--- src/rtl/vector_serializer.sv ---
// Vector-to-element serializer: buffers up to DEPTH whole N-element vectors from a
// non-stallable producer and streams them out one element per cycle on valid/ready.
module vector_serializer #(
    parameter int BITS  = 16,
    parameter int N     = 3,
    parameter int DEPTH = 4,
    localparam int IW   = (N > 1) ? $clog2(N) : 1,
    localparam int CW   = $clog2(DEPTH + 1)
) (
    input  logic            clk,
    input  logic            rstn,
    input  logic            in_valid,
    input  logic [BITS-1:0] in_data [N],
    output logic            out_valid,
    input  logic            out_ready,
    output logic [BITS-1:0] out_data,
    output logic [IW-1:0]   out_index,
    output logic            out_last,
    output logic [CW-1:0]   level,
    output logic            overflow
);

    localparam int PW = $clog2(DEPTH);
    localparam logic [IW-1:0] LAST_IDX = IW'(N - 1);
    localparam logic [PW-1:0] LAST_PTR = PW'(DEPTH - 1);
    localparam logic [CW-1:0] FULL     = CW'(DEPTH);

    typedef enum logic {
        EMPTY  = 1'b0,
        STREAM = 1'b1
    } state_t;

    state_t          state_reg;
    logic [BITS-1:0] mem_reg [DEPTH][N];
    logic [PW-1:0]   wp_reg;
    logic [PW-1:0]   rp_reg;
    logic [IW-1:0]   idx_reg;
    logic [CW-1:0]   count_reg;
    logic [CW-1:0]   count_next;
    logic            overflow_reg;

    logic            xfer;
    logic            pop;
    logic            push;
    logic            drop;
    logic [DEPTH-1:0] wr_en;

    // A pop in the same cycle frees a slot, so a full buffer can still accept.
    always_comb begin
        xfer       = (state_reg == STREAM) && out_ready;
        pop        = xfer && (idx_reg == LAST_IDX);
        push       = in_valid && ((count_reg != FULL) || pop);
        drop       = in_valid && !push;
        count_next = count_reg;
        if (push && !pop) begin
            count_next = count_reg + CW'(1);
        end else if (pop && !push) begin
            count_next = count_reg - CW'(1);
        end
    end

    generate
        for (genvar gi = 0; gi < DEPTH; gi++) begin : g_wr_en
            assign wr_en[gi] = push && (wp_reg == PW'(gi));
        end
    endgenerate

    always_ff @(posedge clk or negedge rstn) begin
        if (!rstn) begin
            for (int e = 0; e < DEPTH; e++) begin
                for (int j = 0; j < N; j++) begin
                    mem_reg[e][j] <= '0;
                end
            end
        end else begin
            for (int e = 0; e < DEPTH; e++) begin
                if (wr_en[e]) begin
                    for (int j = 0; j < N; j++) begin
                        mem_reg[e][j] <= in_data[j];
                    end
                end
            end
        end
    end

    always_ff @(posedge clk or negedge rstn) begin
        if (!rstn) begin
            state_reg    <= EMPTY;
            wp_reg       <= '0;
            rp_reg       <= '0;
            idx_reg      <= '0;
            count_reg    <= '0;
            overflow_reg <= 1'b0;
        end else begin
            if (push) begin
                wp_reg <= (wp_reg == LAST_PTR) ? '0 : wp_reg + PW'(1);
            end
            if (pop) begin
                rp_reg <= (rp_reg == LAST_PTR) ? '0 : rp_reg + PW'(1);
            end
            if (xfer) begin
                idx_reg <= (idx_reg == LAST_IDX) ? '0 : idx_reg + IW'(1);
            end
            if (drop) begin
                overflow_reg <= 1'b1;
            end
            count_reg <= count_next;
            case (state_reg)
                EMPTY:   if (push) state_reg <= STREAM;
                STREAM:  if (count_next == '0) state_reg <= EMPTY;
                default: state_reg <= EMPTY;
            endcase
        end
    end

    assign out_valid = (state_reg == STREAM);
    assign out_data  = mem_reg[rp_reg][idx_reg];
    assign out_index = idx_reg;
    assign out_last  = (idx_reg == LAST_IDX);
    assign level     = count_reg;
    assign overflow  = overflow_reg;

endmodule

--- config.mk ---
export PLATFORM = sky130hd
export DESIGN_NAME = vector_serializer
export DESIGN_NICKNAME = d
export VERILOG_FILES = /design/src/rtl/vector_serializer.sv
export SDC_FILE = /design/constraint.sdc
export NUM_CORES = 1
export LEC_CHECK = 0
export BUFFER_PORTS_ARGS = -buffer_cell sky130_fd_sc_hd__buf_4
export CORE_ASPECT_RATIO = 2
export CORE_MARGIN = 5
export CORE_UTILIZATION = 40
export CTS_CLUSTER_SIZE = 40
export DETAILED_ROUTE_END_ITERATION = 7
export GPL_ROUTABILITY_DRIVEN = 0
export PLACE_DENSITY = 0.56
export REMOVE_ABC_BUFFERS = 1
export SLEW_MARGIN = 10
export SYNTH_ARGS = -nofsm -noshare
export SYNTH_HDL_FRONTEND = slang
export SYNTH_SLANG_ARGS = --single-unit
--- constraint.sdc ---
create_clock -name clk -period 2.8 [get_ports clk]
set_clock_uncertainty 0.2 [all_clocks]
set_input_delay 0.42 -clock clk [delete_from_list [all_inputs] [get_ports clk]]
set_output_delay 0.42 -clock clk [all_outputs]
set_load 0.01 [all_outputs]
=== Word level (Yosys, flattened, before mapping) ===
Index checks and enable logic that the tools add are counted.

* Add/sub/neg operators: 5
* $lt $le $gt $ge: 2
* Equality and inequality tests: 6
* Multiplexer cells: 14
* Bitwise operators: 3
* Reduce and logical (&&, ||, !) cells: 15

{| class="wikitable"
|+ Operators by type and width
! operator !! count
|-
| binary-select mux 48 bit (select 2 bit) || 1
|-
| two-way mux 48 bit || 2
|-
| binary-select mux 16 bit (select 2 bit) || 1
|-
| two-way mux 16 bit || 2
|-
| logical AND 1 bit || 10
|-
| equality test 2 bit, second input constant || 4
|-
| adder 2 x 1 -> 2 bit, second input constant || 3
|-
| >= comparator 3 bit, second input constant || 2
|-
| two-way mux 2 bit || 3
|-
| two-way mux 3 bit || 2
|-
| inverter 2 -> 3 bit || 2
|-
| adder 3 x 1 -> 3 bit, second input constant || 1
|-
| zero test 3 bit || 1
|-
| inequality test 3 bit, second input constant || 1
|-
| subtractor 3 x 1 -> 3 bit, second input constant || 1
|-
| equality test 2 x 1 -> 1 bit, second input constant || 1
|-
| zero test 1 bit || 2
|-
| zero test 2 bit || 1
|-
| two-way mux 1 bit || 2
|-
| one-hot mux 1 bit (2 select lines) || 1
|-
| logical OR 1 bit || 1
|-
| inverter 1 bit || 1
|}

* Register bits after elaboration: 203

=== Depth between registers and ports, before layout ===
* Depth in word-level cells: 11
* Depth in mapped cells: 8
* Gate-level depth less buffers: 7

=== Worst setup path after synthesis ===
OpenSTA, ideal clock, no wires.

* Path type: register to output
* From: register rp_reg[0]
* To: output port out_data[10]
* Data arrival time: 1.539 ns
* Required time: 2.180 ns
* Setup slack: 0.641 ns
* Cell stages (with the launch flop): 6
* Cells stage by stage: dfrtp_1 -> clkbuf_1 -> buf_2 -> mux4_2 -> mux2i_1 -> o2bb2ai_1

* Longest elaborated chain between the ends: 7

{| class="wikitable"
|+ RTL lines
! element !! line !! text
|-
| from (decl) || 36 || <nowiki>logic [PW-1:0] rp_reg;</nowiki>
|-
| from (signal assigned) || 99 || <nowiki>rp_reg <= (rp_reg == LAST_PTR) ? '0 : rp_reg + PW'(1);</nowiki>
|-
| inverter 2 -> 3 bit (not written as such) || 117 || <nowiki>assign out_data = mem_reg[rp_reg][idx_reg];</nowiki>
|-
| binary-select mux 48 bit (select 2 bit) || 117 ||
|-
| two-way mux 48 bit (not written as such) (2 in a row) || 117 ||
|-
| binary-select mux 16 bit (select 2 bit) || 117 ||
|-
| two-way mux 16 bit (not written as such) (2 in a row) || 117 ||
|-
| to (decl) || 16 || <nowiki>output logic [BITS-1:0] out_data,</nowiki>
|}

Every way passes these cells. The select of a mux whose other input is x is not followed.

=== Final worst setup path ===
* From: register rp_reg[0]
* To: output port out_data[7]

Same word-level chain as after synthesis.

==> flow_metrics.tcl <==
set metrics [dict create \
    drt_wl_total_um 22200 \
    path_class "register to primary output" \
    outcome "finished, violations left" \
    overflow 0 \
    routedWlPerCell_um 21.9 \
    ys_seq_area_share_pct 53.2 \
    synth-main-ff-cell "dfrtp_1" \
    reg2reg_from "level[1]" \
    arrival_ns 2.21 \
    worstPathRequired_ns 2.18 \
    antenna_found_initial 1 \
    post-place-ws_ns 0.275 \
    violations "setup timing" \
    postSynthCellCount 571 \
    synthToLayoutAreaGrowth_pct 24.8 \
    synth_commonest_cells "203 x dfrtp_1, 114 x mux2_2, 72 x mux2_4, 48 x mux4_2, 19 x mux2i_1" \
    start_util_pct 40.2 \
    antennaDiodeCount 0 \
    critPathMostFrequentCell "buf_4" \
    worstMarginPinSlew_ns 0.604 \
    syn_area_per_cell_um2 16.7 \
    cts_root_buffer "clkbuf_16" \
    synthArstFlopShare_pct 100 \
    postRouteAntennaNets 0 \
    hold_depth 3 \
    route.detailed.drc 0 \
    port_buffers 75 \
    design.die.area_um2 27200 \
    design_area_um2 11900 \
    slew_headroom_pct 59.7 \
    holdWs_ns 0.0407 \
    nets 773 \
    rows 80 \
    vdd_ir_drop_max_v 0.000560 \
    layout_setup_ws_ns -0.0335 \
    drive_gt1_share_pct 53.3 \
    dp_cells 919 \
    synth_edf_count 0 \
    num_vias 5415 \
    dieHeight_um 228 \
    post_drt_via_cell_ratio 5.35 \
    clock_latency_ns 0.50 \
    io_pins 76 \
    num-fill-cells 2011 \
    cts.clk_slew.worst_paths_ns 0.07 \
    finalNonFillerCells 1013 \
    finalHoldViolCount 0 \
    p_per_area_nw_per_um2 1230 \
    rr_endpoint "mem_reg[161]" \
    yosys.cell_count.top_type "dfrtp_1" \
    synth_top_area_share_pct 53.2 \
    fin_util_pct 50.2 \
    maxSlewViolCount 0 \
    fp.coreArea_um2 23700 \
    worstPathMaxFanout 8 \
    hold_path_startpoint "out_ready" \
    cp-start-kind "register" \
    synth-seq-cells 203 \
    dpl-instance-area_um2 10600 \
    drt_iter0_markers 189 \
    rr_worst_depth 7 \
    p_leak_nw 5.36 \
    yosys_warnings 0 \
    grt_use_total_pct 16.5 \
    grt_pass1_vias 6376 \
    clock_path_buffers 3 \
    cts_sinks 203 \
    cts_tree "yes" \
    maxCapViolations 0 \
    rsz0062_at_grt "yes" \
    post-route-min-period_ns 2.83 \
    slowest_delay_ns 0.51 \
    multi_input_comb_area_um2 4210 \
    synthTopCellsByArea "dfrtp_1 53%, mux2_2 13%, mux2_4 11%" \
    path_cells "buf_12, buf_4, mux4_2, mux2i_2, o2bb2ai_2, buf_4" \
    hpwl_um 13900 \
    grt_max_degree 73 \
    numCtsBuffers 20 \
    hold_end "out_index[1]" \
    worst_path_max_delay_cell "mux4_2" \
    synth_area_um2 9550 \
    hp-class "input pin to register" \
    h-tree-depth 1 \
    grt_pass1_wl_um 35600 \
    setup_viol 11 \
    critPathCaptureType "primary output" \
    register_area_um2 5090 \
    yosysTopAreaCell "dfrtp_1" \
    synth.distinct_cells 32 \
    first_pass_iters 4 \
    rrSetupSlack_ns 0.35 \
    tns_ns -0.165 \
    post-route-period-util_pct 101 \
    fmax_mhz 353 \
    largest_reg_flops 192 \
    power.total_mw 14.7 \
    dieWidth_um 119 \
]
power by group:
part	total [mW]	switching [mW]	internal [mW]
Clock	2.80	1.14	1.66
Sequential	5.28	0.827	4.45
Combinational	6.62	2.54	4.08
Total	14.7	4.51	10.2
worst max-delay path, delay by kind of cell, from the launching register on:
family / cells / cell delay (ns)
buffers and inverters: 3 / 0.45
AO/OA/AOI/OAI: 1 / 0.08
flip-flops: 1 / 0.48
multiplexers: 2 / 0.71
cells in the final DEF (no fill, tap or decap), drive strengths merged:
| master | Yosys | layout |
|---|---|---|
| dfrtp | 203 | 203 |
| mux2 | 194 | 194 |
| buf | 31 | 105 |
| dlygate4sd3 | 0 | 49 |
| mux4 | 48 | 48 |
| clkbuf | 6 | 31 |
| mux2i | 19 | 19 |
| o2bb2ai | 16 | 16 |
| nand2 | 13 | 13 |
| ha | 8 | 8 |
| nor2 | 6 | 6 |
| inv | 5 | 5 |
| o21ai | 5 | 5 |
| clkinv | 1 | 3 |
| nand2b | 2 | 2 |
| a31oi | 2 | 2 |
| clkinvlp | 0 | 2 |
| bufinv | 0 | 2 |
| and4b | 1 | 1 |
| nand3b | 1 | 1 |
| nand4b | 1 | 1 |
| a21bo | 1 | 1 |
| xnor2 | 1 | 1 |
| a21oi | 1 | 1 |
| o22ai | 1 | 1 |
| o21a | 1 | 1 |
| nor3 | 1 | 1 |
| a21o | 1 | 1 |
| nand3 | 1 | 1 |
| a41o | 1 | 1 |
| bufbuf | 0 | 1 |
what timing repair did:
item | in CTS | in global routing
cloned | 1 | 1
hold endpoints to repair | 258 | 0
setup buffers | 6 | 3
gates resized for setup | 1 | 6
pin swaps | 9 | 9
endpoints found under the setup margin | 15 | 16
hold buffers | 49 | 0
cells by family (layout without fill, tap and decap cells):
family                   Yosys count  in the layout  synth area share [%]
XOR/XNOR                           1              1                0.0917
AND/OR/NAND/NOR                   26             26                  1.38
AO/OA/AOI/OAI                     29             29                  2.42
adder cells (fa/ha/maj)            8              8                  1.05
multiplexers                     261            261                  39.0
buffers and inverters             43            198                  2.83
flip-flops                       203            203                  53.2
worst max path at each step:
| stage | startpoint | to | cells after the start |
|---|---|---|---|
| final | rp_reg[0] | out_data[7] | 6 |
| after global routing | rp_reg[0] | out_data[3] | 6 |
| after CTS | rp_reg[0] | out_data[1] | 6 |
| after detailed placement | rp_reg[0] | out_data[4] | 5 |
| after global placement | rp_reg[0] | out_data[3] | 5 |
| after floorplan | rp_reg[0] | out_data[0] | 3 |
layout make-up:
| type | count | share of cell area (%) |
|---|---|---|
| flip-flops and latches | 203 | 42.7 |
| multi-input cells | 325 | 35.3 |
| repair buffers | 157 | 13.0 |
| clock buffers | 29 | 5.00 |
| well taps | 287 | 3.01 |
| clock inverters | 6 | 0.693 |
| inverters | 6 | 0.221 |
routing by layer:
metal	share of wire [%]	GRT usage, %	up-vias	routed length [µm]
li1	-	-	2416	-
met1	40	19.8	2864	8870
met2	55	30.1	99	12100
met3	2.9	2.06	36	651
met4	2.4	5.62	0	524
met5	0	0	-	0
Power figures use the tool's default switching activity.
